<file path="config.mk">
export PLATFORM = sky130hd
export DESIGN_NAME = parity_rx_flat
export DESIGN_NICKNAME = d
export VERILOG_FILES = /design/src/rtl/parity_pkg.sv /design/src/rtl/parity_rx_if.sv /design/src/rtl/parity_calc.sv /design/src/rtl/parity_rx.sv /design/src/flat_wrapper.sv
export SDC_FILE = /design/constraint.sdc
export NUM_CORES = 1
export LEC_CHECK = 0
export CAP_MARGIN = 30
export CORE_ASPECT_RATIO = 0.9
export CORE_MARGIN = 2
export CORE_UTILIZATION = 47
export CTS_CLUSTER_DIAMETER = 50
export DETAILED_ROUTE_END_ITERATION = 10
export GPL_TIMING_DRIVEN = 0
export PLACE_DENSITY_LB_ADDON = 0.25
export SYNTH_ARGS = -nofsm -noshare
export SYNTH_HDL_FRONTEND = slang
export SYNTH_HIERARCHICAL = 1
export SYNTH_SLANG_ARGS = --single-unit
</file>
<file path="constraint.sdc">
create_clock -name clk -period 3.06 [get_ports clk]
set_input_delay 0.918 -clock clk [delete_from_list [all_inputs] [get_ports clk]]
set_output_delay 0.918 -clock clk [all_outputs]
set_load 0.01 [all_outputs]
</file>
<file path="src/rtl/parity_pkg.sv">
// Parity definitions shared by the UART RX checker and the TX parity generator.
// The helper takes a wide zero-extended word, because zero bits never change an XOR reduction.
package parity_pkg;

    localparam logic PARITY_EVEN = 1'b0;
    localparam logic PARITY_ODD  = 1'b1;

    // Widest data word the shared helper accepts.
    localparam int PARITY_MAX_WIDTH = 64;

    typedef logic parity_type_t;

    // The parity bit that completes the frame under the requested parity.
    // With odd parity the bit is inverted, so the total count of ones becomes odd.
    function automatic logic expected_parity(
        input logic [PARITY_MAX_WIDTH-1:0] data,
        input parity_type_t                ptype
    );
        return (^data) ^ ptype;
    endfunction

endpackage

</file>
<file path="src/rtl/parity_rx_if.sv">
// Frame bus between the RX deserializer, the parity checker and the status/FIFO side.
// The master drives the received frame; the slave (parity_rx) returns the checked frame and status.
interface parity_rx_if #(
    parameter int DATA_WIDTH    = 8,
    parameter int ERR_CNT_WIDTH = 8
);
    import parity_pkg::*;

    logic                     valid_in;
    logic [DATA_WIDTH-1:0]    data_in;
    logic                     received_parity;
    parity_type_t             parity_type;
    logic                     err_clear;

    logic                     valid_out;
    logic [DATA_WIDTH-1:0]    data_out;
    logic                     parity_error;
    logic                     err_sticky;
    logic [ERR_CNT_WIDTH-1:0] err_count;

    modport master (
        output valid_in, data_in, received_parity, parity_type, err_clear,
        input  valid_out, data_out, parity_error, err_sticky, err_count
    );

    modport slave (
        input  valid_in, data_in, received_parity, parity_type, err_clear,
        output valid_out, data_out, parity_error, err_sticky, err_count
    );

endinterface

</file>
<file path="src/rtl/parity_calc.sv">
// Purely combinational expected-parity calculation for one data word.
// It zero-extends the word so the shared package function can be used at any width up to its limit.
module parity_calc
    import parity_pkg::*;
#(
    parameter int DATA_WIDTH = 8
) (
    input  logic [DATA_WIDTH-1:0] data_i,
    input  parity_type_t          parity_type_i,
    output logic                  expected_o
);

    logic [PARITY_MAX_WIDTH-1:0] dataWide;

    always_comb begin
        dataWide                   = '0;
        dataWide[DATA_WIDTH-1:0]   = data_i;
        expected_o                 = expected_parity(dataWide, parity_type_i);
    end

endmodule

</file>
<file path="src/rtl/parity_rx.sv">
// Receive-side parity checker: registers each frame with its mismatch flag and
// keeps a sticky error flag plus a saturating error count for status reporting.
module parity_rx
    import parity_pkg::*;
#(
    parameter int DATA_WIDTH    = 8,
    parameter int ERR_CNT_WIDTH = 8
) (
    input  logic        clk,
    input  logic        rst_n,
    parity_rx_if.slave  bus
);

    localparam logic [ERR_CNT_WIDTH-1:0] CNT_MAX = {ERR_CNT_WIDTH{1'b1}};

    logic                     expectedParity;
    logic                     mismatch;

    logic                     valid_q,  valid_d;
    logic [DATA_WIDTH-1:0]    data_q,   data_d;
    logic                     perr_q,   perr_d;
    logic                     sticky_q, sticky_d;
    logic [ERR_CNT_WIDTH-1:0] count_q,  count_d;

    logic                     stickyBase;
    logic [ERR_CNT_WIDTH-1:0] countBase;

    parity_calc #(
        .DATA_WIDTH (DATA_WIDTH)
    ) u_calc (
        .data_i        (bus.data_in),
        .parity_type_i (bus.parity_type),
        .expected_o    (expectedParity)
    );

    assign mismatch = bus.received_parity ^ expectedParity;

    // A clear on the same edge as a bad frame is applied first, so that frame still counts.
    always_comb begin
        valid_d    = bus.valid_in;
        data_d     = data_q;
        perr_d     = perr_q;
        stickyBase = bus.err_clear ? 1'b0 : sticky_q;
        countBase  = bus.err_clear ? '0   : count_q;
        sticky_d   = stickyBase;
        count_d    = countBase;

        if (bus.valid_in) begin
            data_d = bus.data_in;
            perr_d = mismatch;
            if (mismatch) begin
                sticky_d = 1'b1;
                count_d  = (countBase == CNT_MAX) ? countBase : countBase + 1'b1;
            end
        end
    end

    always_ff @(posedge clk or negedge rst_n) begin
        if (!rst_n) begin
            valid_q  <= 1'b0;
            data_q   <= '0;
            perr_q   <= 1'b0;
            sticky_q <= 1'b0;
            count_q  <= '0;
        end else begin
            valid_q  <= valid_d;
            data_q   <= data_d;
            perr_q   <= perr_d;
            sticky_q <= sticky_d;
            count_q  <= count_d;
        end
    end

    assign bus.valid_out    = valid_q;
    assign bus.data_out     = data_q;
    assign bus.parity_error = perr_q;
    assign bus.err_sticky   = sticky_q;
    assign bus.err_count    = count_q;

endmodule

</file>
<file path="src/flat_wrapper.sv">
// flat-port wrapper written by rule: the top's interface ports become plain ports
module parity_rx_flat import parity_pkg::*;
#(
    parameter int DATA_WIDTH    = 8,
    parameter int ERR_CNT_WIDTH = 8
)
  (clk, rst_n, bus_valid_in, bus_data_in, bus_received_parity, bus_parity_type, bus_err_clear, bus_valid_out, bus_data_out, bus_parity_error, bus_err_sticky, bus_err_count);
  parity_rx_if #(.DATA_WIDTH(DATA_WIDTH), .ERR_CNT_WIDTH(ERR_CNT_WIDTH)) bus_i ();
  input  logic clk;
  input  logic rst_n;
  input wire logic [$bits(bus_i.valid_in)-1:0] bus_valid_in;
  input wire logic [$bits(bus_i.data_in)-1:0] bus_data_in;
  input wire logic [$bits(bus_i.received_parity)-1:0] bus_received_parity;
  input wire logic [$bits(bus_i.parity_type)-1:0] bus_parity_type;
  input wire logic [$bits(bus_i.err_clear)-1:0] bus_err_clear;
  output wire logic [$bits(bus_i.valid_out)-1:0] bus_valid_out;
  output wire logic [$bits(bus_i.data_out)-1:0] bus_data_out;
  output wire logic [$bits(bus_i.parity_error)-1:0] bus_parity_error;
  output wire logic [$bits(bus_i.err_sticky)-1:0] bus_err_sticky;
  output wire logic [$bits(bus_i.err_count)-1:0] bus_err_count;
  assign bus_i.valid_in = bus_valid_in;
  assign bus_i.data_in = bus_data_in;
  assign bus_i.received_parity = bus_received_parity;
  assign bus_i.parity_type = bus_parity_type;
  assign bus_i.err_clear = bus_err_clear;
  assign bus_valid_out = bus_i.valid_out;
  assign bus_data_out = bus_i.data_out;
  assign bus_parity_error = bus_i.parity_error;
  assign bus_err_sticky = bus_i.err_sticky;
  assign bus_err_count = bus_i.err_count;
  parity_rx #(.DATA_WIDTH(DATA_WIDTH), .ERR_CNT_WIDTH(ERR_CNT_WIDTH)) u_core (.clk(clk), .rst_n(rst_n), .bus(bus_i));
endmodule
</file>
---- Yosys cells after proc, flatten, opt, wreduce, memory -nomap -nowiden ----
Index checks and enable logic that the tools add are counted.
word-level totals
  word-level logic and storage cells ...... 17
  output and inout port bits .............. 19
  flip-flop bits (word level) ............. 19
  input bits .............................. 14
cells by class
  mux-type cells .......................... 7
  bitwise logic cells ..................... 2
  $add $sub $neg .......................... 1
  equality and inequality tests ........... 1
  reductions and logical operators ........ 1
operators with widths
  cell                                          number
  parity 64 bit                                 1
  two-way mux 8 bit                             4
  adder 8 x 1 -> 8 bit (second input constant)  1
  equality test 8 bit (second input constant)   1
  two-way mux 1 bit                             3
  bitwise XOR 1 bit                             2

---- Depth between registers and ports, before layout ----
  depth in word-level cells ............... 5
  depth in mapped cells ................... 6
  mapped depth without buffers ............ 6

---- By module ----
Netlist, hierarchy kept.
by module, submodules not included
  module       times used  area an instance (um^2)  cells each  seq. area each (um^2)
  parity_rx    1           875.8                    74          475.5
  parity_calc  1           82.6                     7           0.0

---- Worst setup path after synthesis ----
No wires, ideal clock.
  path type ............................... input-to-reg
  from .................................... input port bus_data_in[4]
  to ...................................... register u_core.count_q[5], in the netlist u_core/bus.err_count[5]
  setup time .............................. 0.079 ns
  path buffers ............................ 0
  data required time ...................... 2.981 ns
  data arrival time ....................... 2.407 ns
  setup slack ............................. 0.574 ns
  cell stages on the path ................. 6
  cell sequence ........................... xnor2_1 xnor3_1 xnor2_1 xnor2_1 nor4_1 mux2i_1
on the way
  word-level cells in the longest chain between the ends .. 5
RTL lines
  element                          RTL line            text
  from (decl)                      flat_wrapper.sv:12  input wire logic [$bits(bus_i.data_in)-1:0] bus_data_in;
  parity 64 bit                    parity_pkg.sv:19    return (^data) ^ ptype;
  bitwise XOR 1 bit                parity_pkg.sv:19
  named net u_core.expectedParity  parity_rx.sv:16     logic expectedParity;
  bitwise XOR 1 bit                parity_rx.sv:36     assign mismatch = bus.received_parity ^ expectedParity;
  two-way mux 8 bit                parity_rx.sv:51     if (mismatch) begin
  two-way mux 8 bit                parity_rx.sv:48     if (bus.valid_in) begin
  named net u_core.count_d[5]      parity_rx.sv:23     logic [ERR_CNT_WIDTH-1:0] count_q, count_d;
  to (signal assigned)             parity_rx.sv:70     count_q <= count_d;
  to (decl)                        parity_rx.sv:23
The timed path passes the listed nets, and every way through them passes these cells.
A chain may end at the register's enable or synchronous reset.

---- Worst setup path after layout ----
  from .................................... input port bus_data_in[4]
  to ...................................... register u_core.count_q[3], in the netlist u_core/bus.err_count[3]
The elaborated chain is that of the path after synthesis.

==> results.json <==
{
  "status": "completed",
  "fin_util": 0.698,
  "crit_path_end_kind": "register",
  "muxShareOfSynthArea": 0.125,
  "ys_seq_area_frac": 0.496,
  "cts.path.max_buffers": 2,
  "drt.antenna.violating_nets": 0,
  "groute.usage.overall": 0.193,
  "yosysTopAreaCell": "dfrtp_1",
  "syn_inst": 81,
  "pwr-share-seq": 0.484,
  "cp_max_fo": 6,
  "grt_pass1_vias": 710,
  "critPathLaunchType": "input pin",
  "cts_buffers": 3,
  "routed_wl_um": 1920,
  "clkPwrFrac": 0.194,
  "power_density_nw_per_um2": 470,
  "power_frac_comb": 0.321,
  "place_hpwl_um": 1440,
  "die_w_um": 51.6,
  "ios": 33,
  "die_area_sq_um": 2420,
  "gp_congestion": 0.736,
  "max_cap_viol_count": 0,
  "clk_pin_slew_ps": 100,
  "drc": 0,
  "die_h_um": 46.8,
  "grt.overflow.total": 0,
  "rr_worst_depth": 3,
  "cts_setup_buffers": 0,
  "drive_gt1_frac": 0.145,
  "worst_ep_required_time_ps": 3260,
  "h-tree-depth": 1,
  "yosys_most_used_dff": "dfrtp_1",
  "cts_tree": "built",
  "ir_drop_uv": 285,
  "fin_crit_sh": 0.937,
  "drt_iter0_markers": 15,
  "synthArstFlopShare": 1.00,
  "syn_avg_cell_area_sq_um": 11.8,
  "min_period_ps": 2870,
  "synth-simple-area-share": 0.131,
  "hold_violations": 0,
  "crit_type": "input pin to register",
  "drtPass1Iterations": 4,
  "syn_nets": 95,
  "hold_class": "register to register",
  "routedWlPerCell_um": 13.5,
  "post_cts_resized": 0,
  "finalSetupViolCount": 0,
  "clock_latency_ps": 290,
  "root_buffer": "clkbuf_4",
  "syn-cell-area_sq_um": 958,
  "synth_top_family_by_area": "simple AND/OR/NAND/NOR gates",
  "relSlewSlack": 0.439,
  "tns_ps": 0,
  "hold_path_depth": 1,
  "grt_max_degree": 20,
  "dpl_cell_area_sq_um": 1310,
  "synth-edff-count": 0,
  "switching_power_uw": 185,
  "cts_sinks": 19,
  "post-place-ws_ps": -138,
  "sw_frac_of_total": 0.295,
  "port_buffers": 32,
  "synthTopCellsByArea": "dfrtp_1 (50%), mux2_2 (9.4%), xnor2_1 (4.6%), mux2i_1 (3.1%), a211oi_1 (2.3%)",
  "nNetsFinal": 132,
  "via_per_inst": 5.33,
  "fin_total_pwr_uw": 628,
  "p_leak_nw": 0.540,
  "cts-hold-fix-buffers": 0,
  "start_util": 0.501,
  "via_count": 757,
  "slew_viol_final": 0,
  "area_growth_pct": 39.4,
  "core_area_sq_um": 1910,
  "fin_hold_ws_ps": 513,
  "p_int_uw": 443,
  "fp-row-count": 15,
  "synth-compound-area-share": 0.0966,
  "finalWorstSetupSlack_ps": 194,
  "synth_adder_area_share": 0,
  "rsz0062_at_grt": "no",
  "dp.cells": 138,
  "antenna_found_initial": 0,
  "grt_pass1_wl_um": 3330,
  "synth-xor-area-share": 0.104,
  "synth_cell_types": 31,
  "cp.arrival_ps": 3070,
  "fin_area_sq_um": 1340,
  "diodes": 0,
  "yosysWarnings": 6,
  "worst_slew_pin_slew_ps": 839,
  "final_cell_mix": "clkdlybuf4s50_1 (32), dfrtp_1 (19), mux2_2 (8), xnor2_1 (5), inv_1 (5)",
  "synth-seq-cells": 19,
  "skew_ps": 0.845,
  "final_common_cell": "clkdlybuf4s50_1",
  "layout.cells.non_filler": 142,
  "fmax_mhz": 349,
  "yosys.area.top_type_share": 0.496
}
## sequential cells by signal, indices dropped and copies added (netlist names)
register	count
u_core/bus.data_out	8
u_core/bus.err_count	8
u_core/bus.err_sticky	1
u_core/bus.parity_error	1
u_core/bus.valid_out	1
## final cells by class
class,instances,area (sq um)
repair buffers,32,320
multi-input cells,53,438
well taps,25,31.3
clock buffers,4,26.3
inverters,5,18.8
flip-flops and latches,19,475
fillers,153,578
plain buffers,4,26.3
## worst max-delay path, cell delays in order
cell and delay (ps):
clkdlybuf4s50_1 490, xnor2_1 130, xnor3_1 420, xnor2_1 290, xnor2_1 250, o31a_1 320, a211oi_1 240
## power groups by stage
| stage | clock (mW) | combinational [mW] | sequential [mW] |
|---|---|---|---|
| finish | 0.122 | 0.202 | 0.304 |
| global route | 0.137 | 0.219 | 0.309 |
| CTS | 0.131 | 0.204 | 0.305 |
| detailed placement | 0 | 0.204 | 0.310 |
| global placement | 0 | 0.199 | 0.307 |
| floorplan | 0 | 0.0870 | 0.321 |
## Yosys cell counts, types with 2 or more instances
cell type,instances
mux2_2,8
and4_1,2
nand2_1,3
a21oi_1,4
nor3_1,2
xor2_1,2
xnor2_1,5
dfrtp_1,19
nand2b_1,3
mux2i_1,3
inv_1,5
a211oi_1,3
o21ai_0,2
buf_2,3
## metal layers
metal | wire (um) | vias to the layer above | track usage
met3 | 108 | 5 | 0.0669
li1 | - | 368 | -
met4 | 23 | 0 | 0.0632
met1 | 913 | 366 | 0.252
met2 | 873 | 18 | 0.308
met5 | 0 | - | 0
## cell families after synthesis
logic type / after synthesis
flops: 19
compound gates: 14
mux: 11
buf+inv: 9
simple gates: 19
xor+xnor: 9
## path summary, 6_finish.rpt
kind | startpoint | end | slack (ps)
worst max-delay path | bus_data_in[4] | u_core/bus.err_count[3] | 190
worst max register to register | u_core/bus.err_count[0] | u_core/bus.err_count[5] | 1720
max in group asynchronous | rst_n | u_core/bus.err_count[6] | 1450
min in group asynchronous | rst_n | u_core/bus.data_out[6] | 1100
worst min-delay path | u_core/bus.data_out[4] | u_core/bus.data_out[4] | 510
worst min register to register | u_core/bus.data_out[4] | u_core/bus.data_out[4] | 510
No activity file was read; power rests on OpenSTA's default activity.
